### config.mk
export PLATFORM = sky130hd
export DESIGN_NAME = regfile_param
export DESIGN_NICKNAME = d
export VERILOG_FILES = /design/src/rtl/regfile_pkg.sv /design/src/rtl/regfile_clr_seq.sv /design/src/rtl/regfile_param.sv
export SDC_FILE = /design/constraint.sdc
export NUM_CORES = 2
export LEC_CHECK = 0
export BUFFER_PORTS_ARGS = -buffer_cell sky130_fd_sc_hd__buf_2
export CORE_ASPECT_RATIO = 1.2
export CORE_MARGIN = 5
export CORE_UTILIZATION = 35
export DETAILED_ROUTE_END_ITERATION = 7
export GPL_ROUTABILITY_DRIVEN = 0
export PLACE_DENSITY_LB_ADDON = 0.15
export SYNTH_ARGS = -nofsm -noshare
export SYNTH_HDL_FRONTEND = slang
export SYNTH_SLANG_ARGS = --single-unit
### constraint.sdc
create_clock -name clk -period 5.41 [get_ports clk]
set_input_delay 0.541 -clock clk [delete_from_list [all_inputs] [get_ports clk]]
set_output_delay 0.541 -clock clk [all_outputs]
set_load 0.03 [all_outputs]
### src/rtl/regfile_pkg.sv
// Shared types and default widths for the parametrised register file.
package regfile_pkg;

    localparam int unsigned RF_DATA_W = 32;
    localparam int unsigned RF_ADDR_W = 5;

    typedef enum logic [0:0] {
        RF_CLEAR = 1'b0,
        RF_READY = 1'b1
    } rf_state_e;

endpackage

### src/rtl/regfile_clr_seq.sv
// Clear sequencer: after reset, sweeps every entry to zero one per cycle, then goes READY.
module regfile_clr_seq
    import regfile_pkg::*;
#(
    parameter int unsigned ADDR_W = RF_ADDR_W
) (
    input  logic              clk,
    input  logic              rst,
    output logic              busy,
    output logic              clr_we,
    output logic [ADDR_W-1:0] clr_addr
);

    localparam int unsigned DEPTH = 2 ** ADDR_W;

    rf_state_e         state_q, state_d;
    logic [ADDR_W-1:0] ptr_q, ptr_d;

    // State register; the terminal compare advances to READY before ptr wraps.
    always_ff @(posedge clk) begin
        if (rst) begin
            state_q <= RF_CLEAR;
            ptr_q   <= '0;
        end else begin
            state_q <= state_d;
            ptr_q   <= ptr_d;
        end
    end

    always_comb begin
        state_d = state_q;
        ptr_d   = ptr_q;
        case (state_q)
            RF_CLEAR: begin
                ptr_d = ptr_q + ADDR_W'(1);
                if (ptr_q == ADDR_W'(DEPTH - 1)) begin
                    state_d = RF_READY;
                end
            end
            RF_READY: begin
                state_d = RF_READY;
            end
            default: begin
                state_d = RF_CLEAR;
            end
        endcase
    end

    assign busy     = (state_q == RF_CLEAR);
    assign clr_we   = (state_q == RF_CLEAR) && !rst;
    assign clr_addr = ptr_q;

endmodule

### src/rtl/regfile_param.sv
// Three-read / one-write register file with optional bypass, optional zero R0, and hardware clear.
module regfile_param
    import regfile_pkg::*;
#(
    parameter int unsigned DATA_W  = RF_DATA_W,
    parameter int unsigned ADDR_W  = RF_ADDR_W,
    parameter bit          BYPASS  = 1'b1,
    parameter bit          ZERO_R0 = 1'b0
) (
    input  logic              clk,
    input  logic              rst,
    input  logic              we,
    input  logic [ADDR_W-1:0] wa,
    input  logic [DATA_W-1:0] wd,
    input  logic [ADDR_W-1:0] ra1,
    input  logic [ADDR_W-1:0] ra2,
    input  logic [ADDR_W-1:0] ra3,
    output logic [DATA_W-1:0] rd1,
    output logic [DATA_W-1:0] rd2,
    output logic [DATA_W-1:0] rd3,
    output logic              busy
);

    localparam int unsigned DEPTH = 2 ** ADDR_W;

    reg [DATA_W-1:0] mem [0:DEPTH-1];

    logic              clr_we;
    logic [ADDR_W-1:0] clr_addr;
    logic              wr_ok_c;

    regfile_clr_seq #(
        .ADDR_W (ADDR_W)
    ) u_clr_seq (
        .clk      (clk),
        .rst      (rst),
        .busy     (busy),
        .clr_we   (clr_we),
        .clr_addr (clr_addr)
    );

    // A user write lands only in READY, outside reset, and never into a hard-wired R0.
    assign wr_ok_c = we && !busy && !rst && !(ZERO_R0 && (wa == '0));

    always_ff @(posedge clk) begin
        if (clr_we) begin
            mem[clr_addr] <= '0;
        end else if (wr_ok_c) begin
            mem[wa] <= wd;
        end
    end

    function automatic logic [DATA_W-1:0] rd_mux(
        input logic [ADDR_W-1:0] ra,
        input logic [DATA_W-1:0] stored,
        input logic              busy_i,
        input logic              wr_ok,
        input logic [ADDR_W-1:0] waddr,
        input logic [DATA_W-1:0] wdata
    );
        logic [DATA_W-1:0] res;
        res = stored;
        if (busy_i) begin
            res = '0;
        end else if (ZERO_R0 && (ra == '0)) begin
            res = '0;
        end else if (BYPASS && wr_ok && (ra == waddr)) begin
            res = wdata;
        end
        return res;
    endfunction

    assign rd1 = rd_mux(ra1, mem[ra1], busy, wr_ok_c, wa, wd);
    assign rd2 = rd_mux(ra2, mem[ra2], busy, wr_ok_c, wa, wd);
    assign rd3 = rd_mux(ra3, mem[ra3], busy, wr_ok_c, wa, wd);

endmodule
==> impl_metrics.toml <==
[worst_hold_path]
hold_path.class = "in -> reg"

[sta]
period_minus_slack_ns = 4.262
drv_slew = 0
rsz0062_at_grt = "no"
skew_ns = 0.04002
relSlewSlack_pct = 16.82
timing.final.ws_setup_ns = 1.148
worstMarginPinSlew_ns = 1.248
setup_viol = 0
hold_violations = 0
fin_tns_setup_ns = 0
fmax_mhz = 234.6
min_period_over_period_pct = 78.78

[drt]
drt_first_iter_violations = 4448
antenna_left = 0
finalWirelength_um = 241900
drc = 0
dr.pass1.iters = 5
via_per_inst = 6.708
vias = 39108
wl_per_cell_um = 41.49

[synth]
synth_top_area_share_pct = 53.20
synth.avg_cell_area_um2 = 16.65
yosysUniqueCellTypes = 64
yosysMostFrequentCell = "edfxtp_1"
synth_common_cells = "edfxtp_1, mux4_2, mux2i_1"
synth_top_area_cell = "edfxtp_1"
yosysWarningCount = 0
ys_top_cells_by_area = "edfxtp_1, mux4_2, mux2i_1"
synthCells = 3472
async_reset_ff_share_pct = 0
seq_area_frac_synth_pct = 53.40
ys_seq_elements = 1030
synth_area_um2 = 57800
synth_edf_count = 1024
synthFlopType = "edfxtp_1"
synthesis.nets = 3529

[pwr]
leakagePower_nw = 20.26
pwr-share-seq_pct = 47.1
sw_frac_of_total_pct = 25.02
p_int_w = 0.01390
ir_drop_v = 0.0002961
p_per_area_nw_per_um2 = 282.8
p_switching_w = 0.004639
combPwrFrac_pct = 9.9
p_clk_share_pct = 43.0

[global_routing]
grt_pass1_vias = 39535
grt_max_degree = 73
antenna_found_initial = 8
grt_pass1_wl_um = 329500
grt_overflow = 0
track_usage_pct = 27.23

[critical_path]
critPathCaptureType = "output pin"
worstPathRequired_ns = 4.87
setup.worst_path.start_class = "register"
arrival_ns = 3.72
setup.worst_path.class = "reg -> out"
crit_fanout = 15

[layout]
final_layout_size_suffix_gt1_share_pct = 31.61
multi_input_area_um2 = 25400
layoutNonFillerInstCount = 5830
postLayoutCellArea_um2 = 65560
nets = 3649
area_delta_synth_final_pct = 13.41
fillCellCount = 15097
seq_area_um2 = 30870

[job]
drv_cap = 0

[clocking]
cts-hold-fix-buffers = 0
cts_tree = "yes"
root_buffer = "clkbuf_16"
postCtsSetupRepairBufs = 0
clock_sinks = 1030
clockBufferDepth = 3
clk_pin_slew_ns = 0.06
post_cts_resized = 0
cts_made_buffers = 117
cts_max_level = 3
clk_latency_ns = 0.79

[floorplanning]
die_h_um = 455.2
die_area_um2 = 173400
start_util_pct = 35.16
die_w_um = 381.0
num_io_pins = 152
coreArea_um2 = 164400
placementRows = 163

[placed_design]
dp_hpwl_um = 150500
dpl_cell_area_um2 = 61830
dpl.cell_count = 5618
io_buffer_count = 151
post-place-ws_ns = 1.290

[run_status]
outcome = "finished clean"
## registers in the layout (all words and copies together), names as in the netlist
register / cells
u_clr_seq.clr_addr: 5
u_clr_seq.state_q: 1
mem: 1024
## cells by family (layout without fill, tap and decap cells)
group / count (synthesis) / after routing / synth area share (%)
buf+inv: 355 / 565 / 3.297
simple gates: 273 / 273 / 2.333
other cells: 0 / 3 / 0
flops: 1030 / 1030 / 53.40
fa+ha+maj: 2 / 2 / 0.04328
xor+xnor: 18 / 18 / 0.2727
compound gates: 738 / 738 / 9.870
mux: 1056 / 1056 / 30.78
## placed cells by master (no fill, tap or decap), drive strengths merged, types with 59 or more instances in the layout
| master | count |
|---|---|
| clkbuf | 141 |
| edfxtp | 1024 |
| o21ai | 105 |
| nor2 | 95 |
| a221oi | 131 |
| a221o | 77 |
| a21oi | 60 |
| a22oi | 59 |
| mux2i | 477 |
| buf | 342 |
| mux4 | 577 |
## power groups by stage
stage,Clock [W],Sequential (W),Combinational (W)
final,0.00797,0.00874,0.00183
after global routing,0.00840,0.00874,0.00187
after CTS,0.00808,0.00874,0.00182
after detailed placement,0,0.00891,0.00181
after global placement,0,0.00890,0.00182
after floorplan,0,0.00890,0.00112
## layer usage
| layer | GRT usage (%) | wire length (µm) | vias up |
|---|---|---|---|
| met3 | 4.424 | 17430 | 550 |
| met1 | 35.01 | 95270 | 21177 |
| met2 | 45.17 | 116100 | 2045 |
| met5 | 0 | 29 | - |
| li1 | - | - | 15332 |
| met4 | 13.33 | 13040 | 4 |
## critical path, cell delays in order, from the launching register on
cell,delay (ns)
dfxtp_4,0.41
nand3b_1,0.36
buf_4,0.32
or3_2,0.71
buf_4,0.35
o211ai_1,0.13
o221a_1,0.38
buf_2,0.26
## through the flow
step / power, W / utilization, % / hold WS, ns
detailed placement: 0.01072 / 37.61 / 0.5543
CTS: 0.01863 / 39.88 / 0.01225
global placement: 0.01072 / 37.61 / 0.5523
floorplan: 0.01002 / - / 0.4924
global route: 0.01902 / 39.88 / 0.07925
finish: 0.01854 / 39.88 / 0.07021
## layout make-up
class                   instances  share of cell area [%]
multi-input cells            2087                   38.74
clock buffers                 139                   4.657
repair buffers                344                   4.302
diodes                          3                 0.01145
clock inverters                70                   1.021
flip-flops and latches       1030                   47.09
inverters                      12                 0.07825
well taps                    2145                   4.094
## path summary, 6_finish.rpt
check / start / end / slack, ns / cells past startpoint
worst max-delay path: u_clr_seq.state_q / rd3[11] / 1.15 / 7
worst min-delay path: rst / u_clr_seq.state_q / 0.07 / 2
worst max register to register: u_clr_seq.state_q / mem[31][26] / 1.64 / 7
worst min register to register: u_clr_seq.state_q / u_clr_seq.state_q / 0.56 / 2
Power figures use the tool's default switching activity.
